===== src/rtl/serial_subtractor_pkg.sv =====
// Shared types and helpers for the bit-serial subtractor.
// Holds the FSM state encoding and the bit-counter width rule.
package serial_subtractor_pkg;

  typedef enum logic [1:0] {
    StIdle  = 2'd0,
    StShift = 2'd1,
    StDone  = 2'd2
  } state_e;

  localparam int unsigned MinWidth = 2;
  localparam int unsigned MaxWidth = 32;

  // The counter only has to hold 0..width-1, so $clog2(width) bits are enough.
  function automatic int unsigned cnt_width(input int unsigned width);
    return (width > 1) ? $clog2(width) : 1;
  endfunction

endpackage


===== src/rtl/serial_subtractor_fs_cell.sv =====
// Single-bit full subtractor: d = a - b - bi, bo is the borrow out.
module fs_cell (
  input  logic a,
  input  logic b,
  input  logic bi,
  output logic d,
  output logic bo
);

  assign d  = a ^ b ^ bi;
  assign bo = (~a & b) | (~(a ^ b) & bi);

endmodule


===== src/rtl/serial_subtractor.sv =====
// Bit-serial subtractor: diff = a - b - bin, one bit per clock, LSB first.
// One fs_cell plus a borrow flop; start/busy/done handshake sequences it.
module serial_subtractor
  import serial_subtractor_pkg::*;
#(
  parameter int unsigned WIDTH = 8
) (
  input  logic             clk,
  input  logic             rst,
  input  logic             start,
  input  logic [WIDTH-1:0] a,
  input  logic [WIDTH-1:0] b,
  input  logic             bin,
  output logic             busy,
  output logic             done,
  output logic [WIDTH-1:0] diff,
  output logic             borrow
);

  localparam int unsigned CntW = cnt_width(WIDTH);
  localparam logic [CntW-1:0] LastCnt = CntW'(WIDTH - 1);

  state_e           state_q, state_d;
  logic [WIDTH-1:0] a_q, a_d, b_q, b_d, diff_q, diff_d;
  logic [CntW-1:0]  cnt_q, cnt_d;
  logic             bf_q, bf_d;
  logic             borrow_q, borrow_d;
  logic             busy_q, busy_d;
  logic             done_q, done_d;
  logic             cell_d, cell_bo;

  fs_cell u_fs_cell (
    .a  (a_q[0]),
    .b  (b_q[0]),
    .bi (bf_q),
    .d  (cell_d),
    .bo (cell_bo)
  );

  always_comb begin
    state_d  = state_q;
    a_d      = a_q;
    b_d      = b_q;
    diff_d   = diff_q;
    cnt_d    = cnt_q;
    bf_d     = bf_q;
    borrow_d = borrow_q;
    busy_d   = busy_q;
    done_d   = 1'b0;
    case (state_q)
      // DONE accepts a new start exactly like IDLE, giving back-to-back operation.
      StIdle, StDone: begin
        if (start) begin
          state_d  = StShift;
          a_d      = a;
          b_d      = b;
          bf_d     = bin;
          cnt_d    = '0;
          diff_d   = '0;
          borrow_d = 1'b0;
          busy_d   = 1'b1;
        end else begin
          state_d = StIdle;
          busy_d  = 1'b0;
        end
      end
      StShift: begin
        diff_d = {cell_d, diff_q[WIDTH-1:1]};
        a_d    = a_q >> 1;
        b_d    = b_q >> 1;
        bf_d   = cell_bo;
        cnt_d  = cnt_q + CntW'(1);
        if (cnt_q == LastCnt) begin
          state_d  = StDone;
          borrow_d = cell_bo;
          busy_d   = 1'b0;
          done_d   = 1'b1;
        end
      end
      default: begin
        state_d = StIdle;
        busy_d  = 1'b0;
      end
    endcase
  end

  always_ff @(posedge clk or posedge rst) begin
    if (rst) begin
      state_q  <= StIdle;
      a_q      <= '0;
      b_q      <= '0;
      diff_q   <= '0;
      cnt_q    <= '0;
      bf_q     <= 1'b0;
      borrow_q <= 1'b0;
      busy_q   <= 1'b0;
      done_q   <= 1'b0;
    end else begin
      state_q  <= state_d;
      a_q      <= a_d;
      b_q      <= b_d;
      diff_q   <= diff_d;
      cnt_q    <= cnt_d;
      bf_q     <= bf_d;
      borrow_q <= borrow_d;
      busy_q   <= busy_d;
      done_q   <= done_d;
    end
  end

  assign busy   = busy_q;
  assign done   = done_q;
  assign diff   = diff_q;
  assign borrow = borrow_q;

endmodule


===== config.mk =====
export PLATFORM = sky130hd
export DESIGN_NAME = serial_subtractor
export DESIGN_NICKNAME = d
export VERILOG_FILES = /design/src/rtl/serial_subtractor_pkg.sv /design/src/rtl/serial_subtractor_fs_cell.sv /design/src/rtl/serial_subtractor.sv
export SDC_FILE = /design/constraint.sdc
export NUM_CORES = 1
export LEC_CHECK = 0
export ABC_AREA = 1
export CAP_MARGIN = 10
export CORE_MARGIN = 5
export CORE_UTILIZATION = 54
export CTS_BUF_LIST = sky130_fd_sc_hd__clkbuf_4
export CTS_CLUSTER_SIZE = 28
export DETAILED_ROUTE_END_ITERATION = 10
export HOLD_SLACK_MARGIN = 0.03
export PLACE_DENSITY = 0.89
export SLEW_MARGIN = 30
export SYNTH_ARGS = -nofsm -noshare
export SYNTH_HDL_FRONTEND = slang
export SYNTH_SLANG_ARGS = --single-unit

===== constraint.sdc =====
create_clock -name clk -period 1.45 [get_ports clk]
set_input_delay 0.435 -clock clk [delete_from_list [all_inputs] [get_ports clk]]
set_output_delay 0.435 -clock clk [all_outputs]
set_load 0.03 [all_outputs]

* After elaboration in Yosys (flattened, before gate mapping) *
Cells that the tools add are included.
Widths: inputs -> output; s select.

storage, ports and cells
  register bits after elaboration = 33
  bits in latches = 0
  RAM bits = 0
  ROM bits = 0
  output and inout bits = 11
  word-level logic and storage cells = 48
  memories = 0

cells by class
  add/subtract/negate cells = 1
  multipliers = 0
  divide/modulo/power cells = 0
  magnitude comparators = 0
  equal/unequal tests = 5
  shift-type cells = 0
  multiplexer cells = 21
  bitwise logic cells = 7
  reduce and logical (&&, ||, !) cells = 5

operators by type and width
  operator             number
  $pmux 8 s2           3
  $mux 8               3
  $mux 1               8
  $pmux 1 s2           3
  $pmux 3 s2           1
  $ne 2x2->1 const B   2
  $pmux 2 s2           1
  $add 3x1->3 const B  1
  $eq 3x3->1 const B   1
  $mux 3               1
  $reduce_and 3->1     1
  $and 1x1->1          2
  $eq 2x1->1 const B   1
  $eq 2x2->1 const B   1
  $logic_not 2->1      1
  $mux 2               1
  $not 1->1            2
  $reduce_and 2->1     1
  $reduce_bool 2->1    1
  $reduce_or 2->1      1
  $xor 1x1->1          2
  $or 1x1->1           1

* Longest topological paths before layout *
  depth in word-level cells = 6
  depth in mapped cells = 8

* Cells and area by module *
From an unflattened synthesis, not the netlist that was laid out.

unflattened totals
  cells, all modules = 208
  area total of the unflattened synthesis = 1671.6 sq um

by module, submodules not included
  module             times used  cells an instance  area each (sq um)  seq. area each (sq um)
  serial_subtractor  1           204                1640.3             825.8
  fs_cell            1           4                  31.3               0.0

* Worst setup path before layout *
Ideal clock, no wire load.

  path kind = reg2reg
  start point = reg cnt_q[0]
  end point = reg borrow_q, in the netlist borrow
  library setup time = 117 ps
  data arrival time = 1022 ps
  slack = 310 ps
  stages on the path, launching flop included = 7
  cell sequence = dfrtp_1 -> ha_1 -> ha_1 -> nand3_1 -> nand2_1 -> nand2_1 -> nand2_1

between the ends
  cells in the longest elaborated chain, start to end = 3

ends and longest elaborated chain
  item                               line                      text
  from (decl)                        serial_subtractor.sv:25   logic [CntW-1:0] cnt_q, cnt_d;
  from (signal assigned)             serial_subtractor.sv:103  cnt_q <= cnt_d;
  $eq 3x3->1                         serial_subtractor.sv:73   if (cnt_q == LastCnt) begin
  $ne 2x2->1 (no source line)        n/a
  $reduce_and 3->1 (no source line)  n/a
  to (signal assigned)               serial_subtractor.sv:105  borrow_q <= borrow_d;
  to (decl)                          serial_subtractor.sv:27   logic borrow_q, borrow_d;

No other way between the ends.
A chain may end at the register's enable or synchronous reset.

* Worst setup path in the final report *
  start point = reg diff_q[4], in the netlist diff[4]
  end point = out diff[4]

RTL lines
  item                    line                      text
  from (decl)             serial_subtractor.sv:24   logic [WIDTH-1:0] a_q, a_d, b_q, b_d, diff_q, diff_d;
  from (signal assigned)  serial_subtractor.sv:102  diff_q <= diff_d;
  to (decl)               serial_subtractor.sv:16   output logic [WIDTH-1:0] diff,

No word-level cell between the ends.

==> out/qor.yml <==
startpoint: "diff[4]$_DFFE_PP0P_"
drtPass1Iterations: 4
grt_pass1_wl_microns: 5890
top_layer_used: "met4"
timing.critical_path.buf_inv: 1
cp-end-kind: "primary output"
r2r_end: "bf_q$_DFFE_PP0P_"
async_flop_share: 1.00
fmax_mhz: 733
avgRoutedWirePerCell_microns: 11.8
cts.path.max_buffers: 2
timing.final.crit_share: 0.941
worst_hold_path_type: "primary input to async pin"
fp-row-count: 20
cts_tree: "built"
yosysWarnings: 0
critPathCapture: "diff[4]"
ctsHoldBuffers: 0
dp_hpwl_microns: 2320
regToRegStartpoint: "bf_q$_DFFE_PP0P_"
arrival_ps: 930
h-tree-depth: 2
wl_met2_microns: 1600
max_stage_delay_ps: 420
grt_pass1_vias: 1393
worstPathCellList: "buf_4"
core_sq_um: 3000
tightestPinTransition_ps: 309
antenna_left: 0
finalClockSkew_ps: 3.38
drive_gt1_frac: 0.163
cp_top_family: "flip-flops"
drt-initial-drc-count: 86
criticalPathCategory: "flop to primary output"
routed_wl_microns: 3280
reg2reg_depth: 7
grt_overflow: 0
worstPathRequired_ps: 1020
place_congestion: 0.755
die_x_microns: 65.6
crit_fanout: 3
hold_slack_ps: 447
reg2reg_slack_ps: 210
cp-start-kind: "flop"
grt_setup_unrepaired: "false"
final_hold_viol_count: 0
areaGrowthSynthToFinish_pct: 22.4
num_io_pins: 31
fp.dieH_microns: 65.6
cts_sinks: 33
avgSynthCellArea_sq_um: 8.04
status: "finished clean"
critical_path.slowest_cell: "dfrtp_1"
slew_violations: 0
clk_latency_ps: 320
grt_max_degree: 34
ir_drop_uv: 945
setup_tns_ps: 0
syn_area_sq_um: 1670
clkTransAtPathRegs_ps: 100
syn_inst: 208
nNetsFinal: 267
synth_flop_cell: "dfrtp_1"
post_cts_buffers: 0
vias: 1358
initial_core_util: 0.557
ys_seq_area_frac: 0.494
place_area_sq_um: 2000
drc: 0
antenna_found_initial: 0
syn_nets: 231
crit_cells: 1
cts-root-buf: "clkbuf_4"
setup_viol: 0
post_cts_resized: 3
wl_met1_microns: 1440
maxSlewHeadroom: 0.794
synth-edff-count: 0
wl_met3_microns: 214
io_buffers: 30
dieArea_sq_um: 4310
grtUsageTotal: 0.177
ys_ff_latch: 33
synth.distinct_cells: 18
design_area_sq_um: 2050
diodes: 0
avgViaCountPerCell: 4.88
maxCapViolations: 0
cts_buffers: 5
p_leak_nw: 1.19
period_minus_slack_ps: 1360
p_per_area_nw_per_um2: 2190
## cell usage after synthesis, types with 2 or more instances
cell / n / area share
nand2_2: 10 / 0.037
nand2_1: 74 / 0.17
buf_6: 2 / 0.013
dfrtp_1: 33 / 0.49
nor2_1: 2 / 0.0045
inv_1: 37 / 0.083
nand3_1: 31 / 0.093
ha_1: 2 / 0.015
buf_2: 4 / 0.012
o21ai_0: 3 / 0.0090
inv_2: 2 / 0.0045
nand2_4: 2 / 0.013
## power breakdown
| group | internal (mW) | total, mW | switching, mW |
|---|---|---|---|
| clock | 0.175 | 0.474 | 0.298 |
| sequential | 1.35 | 1.62 | 0.272 |
| combinational | 0.942 | 2.40 | 1.45 |
## logic make-up after synthesis
logic type / synth area share
AOI/OAI and AO/OA: 0.0120
adders and majority gates: 0.0269
buffers and inverters: 0.141
DFF: 0.494
and+or+nand+nor: 0.326
## worst min path at each step
| stage | startpoint | end | slack, ps | depth (start not counted) |
|---|---|---|---|---|
| floorplan | bf_q$_DFFE_PP0P_ | bf_q$_DFFE_PP0P_ | 450 | 2 |
| global placement | busy$_DFFE_PP0P_ | busy$_DFFE_PP0P_ | 460 | 2 |
| detailed placement | b_q[3]$_DFFE_PP0P_ | b_q[3]$_DFFE_PP0P_ | 470 | 2 |
| CTS | rst | busy$_DFFE_PP0P_ | 440 | 3 |
| global route | rst | busy$_DFFE_PP0P_ | 460 | 3 |
| finish | rst | borrow$_DFFE_PP0P_ | 450 | 3 |
## stage by stage
step           power [mW]  cells  worst slack [ps]  utilization
6_report             4.49    278              85.8        0.681
4_1_cts              4.53    278              7.79        0.683
3_5_place_dp         4.06    270             -63.2        0.666
2_1_floorplan        3.43    208               296            -
5_1_grt              4.92    278              27.5        0.681
3_3_place_gp         3.93    270             -32.8        0.666
## cell usage in the layout (no fill, tap or decap)
| cell | n |
|---|---|
| clkbuf_4 | 5 |
| nand2_4 | 2 |
| inv_1 | 37 |
| nand3_1 | 31 |
| nand2_2 | 10 |
| clkinv_1 | 2 |
| buf_2 | 1 |
| o21ai_0 | 3 |
| inv_8 | 1 |
| nor2_1 | 2 |
| buf_12 | 3 |
| nand2_8 | 1 |
| nand2_1 | 74 |
| buf_4 | 14 |
| a21oi_1 | 1 |
| clkinv_2 | 1 |
| ha_1 | 2 |
| dfrtp_1 | 33 |
| clkdlybuf4s50_1 | 19 |
| inv_2 | 2 |
| fa_1 | 1 |
## sequential cells by signal, indices dropped and copies added (netlist names)
| name | flops |
|---|---|
| cnt_q | 3 |
| borrow | 1 |
| busy | 1 |
| b_q | 8 |
| done | 1 |
| a_q | 8 |
| state_q | 2 |
| bf_q | 1 |
| diff | 8 |
## area by class of cell
type,instances,area [sq um]
Timing Repair Buffer,37,360
Inverter,40,158
Tap cell,33,41.3
Fill cell,259,957
Clock inverter,3,12.5
Clock buffer,5,37.5
Sequential cell,33,826
Multi-Input combinational cell,127,611
## layer usage
| metal | global-route usage | vias up |
|---|---|---|
| met2 | 0.308 | 41 |
| li1 | - | 688 |
| met4 | 0.0389 | 0 |
| met3 | 0.0581 | 4 |
| met5 | 0 | - |
| met1 | 0.212 | 625 |
Note: power is estimated with default switching activity, not from simulation.
